--- config.mk ---
export PLATFORM = sky130hd
export DESIGN_NAME = vc_scheduler
export DESIGN_NICKNAME = d
export VERILOG_FILES = /design/src/rtl/vc_scheduler.sv
export SDC_FILE = /design/constraint.sdc
export NUM_CORES = 1
export LEC_CHECK = 0
export CAP_MARGIN = 40
export CORE_ASPECT_RATIO = 0.5
export CORE_MARGIN = 5
export CORE_UTILIZATION = 47
export DETAILED_ROUTE_END_ITERATION = 6
export HOLD_SLACK_MARGIN = 0.15
export PLACE_DENSITY = 0.79
export SETUP_SLACK_MARGIN = 0.3
export SLEW_MARGIN = 5
export SYNTH_ARGS = -nofsm -noshare
export SYNTH_HDL_FRONTEND = slang
export SYNTH_SLANG_ARGS = --single-unit
export TNS_END_PERCENT = 50
--- constraint.sdc ---
create_clock -name clk -period 3.9 [get_ports clk]
set_input_delay 0.585 -clock clk [delete_from_list [all_inputs] [get_ports clk]]
set_output_delay 0.585 -clock clk [all_outputs]
set_load 0.02 [all_outputs]
--- src/rtl/vc_scheduler.sv ---
// ============================================================================
//  Module      : vc_scheduler
//  Description : Credit-aware scheduler draining four virtual-channel FIFOs
//                (VC0/VC1 x port 0/1) onto two destination outputs. One pop
//                per cycle. Per-VC port round-robin, per-destination credits.
//                Optional macro ARB_WRR_EN selects weighted round-robin
//                between VCs; when undefined VC0 has strict priority.
//  Revision    : 1.0 - initial release
// ============================================================================
`default_nettype none

module vc_scheduler #(
    parameter int DATA_W  = 5,
    parameter int CREDITS = 4,
    parameter int W_VC0   = 3,
    parameter int W_VC1   = 1
) (
    input  logic              clk,
    input  logic              reset_L,
    input  logic [DATA_W-1:0] VC0_p0,
    input  logic [DATA_W-1:0] VC1_p0,
    input  logic [DATA_W-1:0] VC0_p1,
    input  logic [DATA_W-1:0] VC1_p1,
    input  logic              emptyVC0_p0,
    input  logic              emptyVC1_p0,
    input  logic              emptyVC0_p1,
    input  logic              emptyVC1_p1,
    input  logic              creditReturn_0,
    input  logic              creditReturn_1,
    output logic              popVC0_0,
    output logic              popVC1_0,
    output logic              popVC0_1,
    output logic              popVC1_1,
    output logic [DATA_W-1:0] dataOut_0,
    output logic [DATA_W-1:0] dataOut_1,
    output logic              validOut_0,
    output logic              validOut_1,
    output logic              creditErr
);

    localparam logic [3:0] CREDIT_MAX = 4'(CREDITS);

    logic [1:0][3:0] credit_q;
    logic [1:0][3:0] credit_d;
    logic            creditErr_q;
    logic            err_set_d;
    logic            rr0_q, rr1_q;

    logic e00, e01, e10, e11;        // eligibility: e<vc><port>
    logic vc0_el, vc1_el;
    logic vc0_port, vc1_port;
    logic gnt, gnt_vc, gnt_port, dest;
    logic [DATA_W-1:0] head;

    // A candidate is eligible when its FIFO has data and its destination has credit
    assign e00 = ~emptyVC0_p0 & (credit_q[VC0_p0[DATA_W-1]] != 4'd0);
    assign e01 = ~emptyVC0_p1 & (credit_q[VC0_p1[DATA_W-1]] != 4'd0);
    assign e10 = ~emptyVC1_p0 & (credit_q[VC1_p0[DATA_W-1]] != 4'd0);
    assign e11 = ~emptyVC1_p1 & (credit_q[VC1_p1[DATA_W-1]] != 4'd0);

    assign vc0_el = e00 | e01;
    assign vc1_el = e10 | e11;

    // Round-robin pointer only matters when both ports of a VC compete
    assign vc0_port = (e00 & e01) ? rr0_q : e01;
    assign vc1_port = (e10 & e11) ? rr1_q : e11;

    assign gnt = vc0_el | vc1_el;

`ifdef ARB_WRR_EN
    typedef enum logic {S_VC0 = 1'b0, S_VC1 = 1'b1} state_t;

    state_t     state_q;
    logic [3:0] cnt_q;
    logic [3:0] cnt_n;
    logic [3:0] weight;
    logic       state_vc;

    assign state_vc = (state_q == S_VC1);

    // Prefer the VC that owns the current turn, fall back to the other one
    always_comb begin
        gnt_vc = 1'b0;
        if (state_vc) gnt_vc = vc1_el ? 1'b1 : 1'b0;
        else          gnt_vc = vc0_el ? 1'b0 : 1'b1;
    end

    // Run length continues only when the grant stays on the turn owner
    assign cnt_n  = ((gnt_vc == state_vc) ? cnt_q : 4'd0) + 4'd1;
    assign weight = gnt_vc ? 4'(W_VC1) : 4'(W_VC0);

    // WRR turn state: hand the turn over once the granted VC used its weight
    always_ff @(posedge clk or negedge reset_L) begin
        if (!reset_L) begin
            state_q <= S_VC0;
            cnt_q   <= 4'd0;
        end else if (gnt) begin
            if (cnt_n == weight) begin
                state_q <= gnt_vc ? S_VC0 : S_VC1;
                cnt_q   <= 4'd0;
            end else begin
                state_q <= gnt_vc ? S_VC1 : S_VC0;
                cnt_q   <= cnt_n;
            end
        end
    end
`else
    logic unused_weights;

    // Strict priority: VC1 only wins when VC0 has nothing eligible
    assign gnt_vc = ~vc0_el;
    assign unused_weights = ^{4'(W_VC0), 4'(W_VC1)};
`endif

    assign gnt_port = gnt_vc ? vc1_port : vc0_port;

    // Head word of the granted candidate
    always_comb begin
        head = VC0_p0;
        case ({gnt_vc, gnt_port})
            2'b00:   head = VC0_p0;
            2'b01:   head = VC0_p1;
            2'b10:   head = VC1_p0;
            default: head = VC1_p1;
        endcase
    end

    assign dest = head[DATA_W-1];

    // Pops are combinational and forced low while reset is asserted
    assign popVC0_0 = reset_L & gnt & ~gnt_vc & ~gnt_port;
    assign popVC0_1 = reset_L & gnt & ~gnt_vc &  gnt_port;
    assign popVC1_0 = reset_L & gnt &  gnt_vc & ~gnt_port;
    assign popVC1_1 = reset_L & gnt &  gnt_vc &  gnt_port;

    // Next credit values: grant and return in the same cycle cancel out
    always_comb begin
        credit_d  = credit_q;
        err_set_d = 1'b0;
        for (int d = 0; d < 2; d++) begin
            logic inc, dec;
            inc = (d == 0) ? creditReturn_0 : creditReturn_1;
            dec = gnt & (dest == d[0]);
            if (inc && !dec) begin
                if (credit_q[d] == CREDIT_MAX) err_set_d = 1'b1;
                else                           credit_d[d] = credit_q[d] + 4'd1;
            end else if (dec && !inc) begin
                credit_d[d] = credit_q[d] - 4'd1;
            end
        end
    end

    // Credit counters, sticky error flag and port round-robin pointers
    always_ff @(posedge clk or negedge reset_L) begin
        if (!reset_L) begin
            credit_q    <= {CREDIT_MAX, CREDIT_MAX};
            creditErr_q <= 1'b0;
            rr0_q       <= 1'b0;
            rr1_q       <= 1'b0;
        end else begin
            credit_q    <= credit_d;
            creditErr_q <= creditErr_q | err_set_d;
            if (gnt) begin
                if (gnt_vc) rr1_q <= ~gnt_port;
                else        rr0_q <= ~gnt_port;
            end
        end
    end

    // Register the granted word onto its destination; the other output holds
    always_ff @(posedge clk or negedge reset_L) begin
        if (!reset_L) begin
            dataOut_0  <= '0;
            dataOut_1  <= '0;
            validOut_0 <= 1'b0;
            validOut_1 <= 1'b0;
        end else begin
            validOut_0 <= gnt & ~dest;
            validOut_1 <= gnt &  dest;
            if (gnt && !dest) dataOut_0 <= {gnt_vc, head[DATA_W-2:0]};
            if (gnt &&  dest) dataOut_1 <= {gnt_vc, head[DATA_W-2:0]};
        end
    end

    assign creditErr = creditErr_q;

endmodule

`default_nettype wire

==> results.py <==
metrics = {
    "sta": {
        "fin_tns_setup_ps": 0,
        "fin_skew_ps": 1.54,
        "finalSetupViolCount": 0,
        "timing.final.crit_period_ps": 3430,
        "layout_setup_ws_ps": 472,
        "finalMaxSlewViolations": 0,
        "fmax_ghz": 0.292,
        "worst_pin_slew_ps": 440,
        "hold_viol": 0,
        "post-route-period-util": 0.879,
        "maxSlewHeadroom": 0.699,
        "grt_setup_unrepaired": "no",
    },
    "drt": {
        "drc": 0,
        "wl_met2_mm": 1.88,
        "wl_met3_um": 110,
        "wl_met1_mm": 1.83,
        "top_layer_used": "met4",
        "drt_iter0_drc": 35,
        "routed_wirelength_mm": 3.86,
        "dr_total_vias": 1368,
        "drt_first_pass_iters": 4,
        "drtAntennaViolNets": 0,
        "wl_per_cell_um": 15.4,
        "viasPerCell": 5.47,
    },
    "critical_path": {
        "end_kind": "output pin",
        "r2r_end": "credit_q[7]$_DFFE_PN0P_",
        "critPathKind": "input pin to output pin",
        "cp_max_fo": 6,
        "r2r_cells": 14,
        "worstPathArrival_ps": 2840,
        "critPathRequiredTime_ps": 3310,
        "ff2ff_setup_slack_ps": 570,
        "start_kind": "input pin",
        "r2r_start": "credit_q[6]$_DFFE_PN1P_",
    },
    "synthesis": {
        "async_flop_share": 1.00,
        "ys_types": 47,
        "ys_seq_elements": 23,
        "synth_edf_count": 0,
        "netlist.area_leader.share": 0.341,
        "avgSynthCellArea_um2": 10.0,
        "synth_commonest_cells": "21 x dfrtp_1, 18 x nand2_1, 17 x nor2_1, 12 x mux2_2, 8 x o21ai_0",
        "yosys.area_share.simple": 0.187,
        "synth_top_area_cell": "dfrtp_1",
        "yosysWarnings": 0,
        "yosysMostFrequentCell": "dfrtp_1",
        "synth_xor_area_frac": 0.0398,
        "synth_nets": 188,
        "synth_compound_area_frac": 0.206,
        "muxShareOfSynthArea": 0.116,
        "synth_area_leaders": "dfrtp_1 34%, mux2_2 8.8%, nand2_1 4.4%, nor2_1 4.1%, a2bb2oi_4 3.4%",
        "yosys_most_used_dff": "dfrtp_1",
        "syn-cell-area_um2": 1540,
        "seq_area_frac_synth": 0.375,
        "synth_top_family_by_area": "compound AO/OA/AOI/OAI gates",
        "synth_adder_area_share": 0.0585,
        "synth_cells": 154,
    },
    "flow_run": {
        "maxCapViolCount": 0,
    },
    "min_path": {
        "whs_endpoint": "dataOut_1[4]$_DFFE_PN0P_",
        "min_from": "dataOut_1[4]$_DFFE_PN0P_",
        "hold_depth": 2,
        "hold_path_class": "flip-flop to flip-flop",
    },
    "placement": {
        "post-place-ws_ps": 241,
        "portBuffers": 44,
        "gp_congestion": 0.842,
        "hpwl_mm": 3.17,
    },
    "clock_network": {
        "cts_buffers": 3,
        "cts_tree": "done",
        "clockBufferDepth": 2,
        "clk_pin_slew_worst_paths_ps": 80,
        "h-tree-depth": 1,
        "cts.sinks": 23,
        "cts_root_buf": "clkbuf_8",
        "clk_latency_ps": 270,
    },
    "floorplanning": {
        "rows": 14,
        "core_um2": 3070,
        "start_util": 0.502,
        "die_w_um": 91.0,
        "io-pin-count": 45,
        "die_y_um": 50.5,
        "dieArea_um2": 4590,
    },
    "grt": {
        "grt.total_usage": 0.176,
        "grt_overflow": 0,
        "grt_pass1_wl_mm": 6.48,
        "antenna_found_initial": 0,
        "grt_max_degree": 15,
        "first_global_vias": 1322,
    },
    "layout": {
        "fill_cells": 228,
        "syn_to_final_growth_pct": 40.4,
        "fin_nets": 245,
        "drive_gt1_frac": 0.195,
        "antenna_cells": 0,
    },
    "power_and_ir_drop": {
        "p_per_area_nw_per_um2": 685,
        "peakVddDrop_mv": 0.368,
        "leakage_uw": 0.000898,
    },
    "outcome": {
        "status": "completed",
    },
}
-- kinds of logic (layout without fill, tap and decap cells) --
group / after synthesis / in the layout
AND/OR/NAND/NOR: 54 / 54
adder cells (fa/ha/maj): 6 / 6
AO/OA/AOI/OAI: 41 / 41
XOR/XNOR: 7 / 7
buffers and inverters: 7 / 63
flip-flops: 23 / 23
multiplexers: 16 / 16
-- where the power goes --
group,switching [uW],leakage [uW],internal [uW]
registers,121,0.000272,364
logic,409,0.000604,434
clock network,79.8,0.0000217,72.4
total,610,0.000898,870
-- cell usage in the layout, fill, tap and decap left out, drive strengths merged, types with 3 or more instances in the layout --
cell type,synthesis,layout
a2bb2oi,3,3
buf,0,9
clkdlybuf4s50,0,44
xnor2,5,5
inv,6,6
nor3,4,4
clkbuf,1,3
and2,3,3
ha,4,4
a21oi,6,6
nand2,18,18
mux2,12,12
nor2,17,17
o21ai,9,9
a31oi,6,6
a21o,3,3
dfrtp,21,21
mux2i,4,4
-- sequential cells by signal, indices dropped and copies added (netlist names) --
signal,cells
credit_q,8
dataOut_0,5
dataOut_1,5
creditErr,1
rr0_q,1
rr1_q,1
validOut_0,1
validOut_1,1
-- what timing repair did --
action / CTS / global route
gates resized for setup: 1 / 2
pin swaps: 0 / 2
hold buffers: 0 / 0
buffers inserted: 0 / 4
endpoints found under the setup margin: 3 / 6
gates cloned: 0 / 0
-- per-stage QoR --
stage / power, uW / utilization / hold slack [ps] / std cells / instance area (um^2)
after detailed placement: 1310 / 0.673 / 486 / 242 / 2060
after global placement: 1280 / 0.673 / 486 / 242 / 2060
after global routing: 1600 / 0.705 / 545 / 250 / 2160
after floorplan: 1010 / - / 289 / 154 / 1540
after CTS: 1460 / 0.691 / 509 / 246 / 2120
final: 1480 / 0.705 / 504 / 250 / 2160
-- layout make-up --
class / instances / area, um^2 / area share
clock buffer: 3 / 41.3 / 0.0191
tap: 40 / 50.0 / 0.0231
inverter: 6 / 22.5 / 0.0104
clock inverter: 1 / 7.51 / 0.00347
sequential: 23 / 578 / 0.267
multi-input combinational: 124 / 955 / 0.442
timing repair buffer: 53 / 508 / 0.235
-- worst max path at each step --
stage	from	end	slack, ps	cells after the start
after floorplan	credit_q[4]$_DFFE_PN0P_	credit_q[7]$_DFFE_PN0P_	880	13
after global placement	VC0_p1[4]	credit_q[7]$_DFFE_PN0P_	370	13
after detailed placement	VC0_p1[4]	credit_q[7]$_DFFE_PN0P_	240	13
after CTS	credit_q[0]$_DFFE_PN0P_	popVC1_0	350	6
after global routing	VC0_p0[4]	credit_q[7]$_DFFE_PN0P_	310	13
final	VC0_p0[4]	popVC1_0	470	7
-- per-layer routing --
layer | up-vias | global-route usage
li1 | 674 | -
met1 | 666 | 0.241
met2 | 24 | 0.286
met3 | 4 | 0.0299
met4 | 0 | 0.0585
met5 | - | 0
-- critical path, stage by stage --
cell,delay (ps)
clkdlybuf4s50_1,560
mux2_2,380
nor3_2,180
nor3_2,120
a21oi_1,220
and3_1,190
clkdlybuf4s50_1,600
Note: power is estimated with default switching activity, not from simulation.
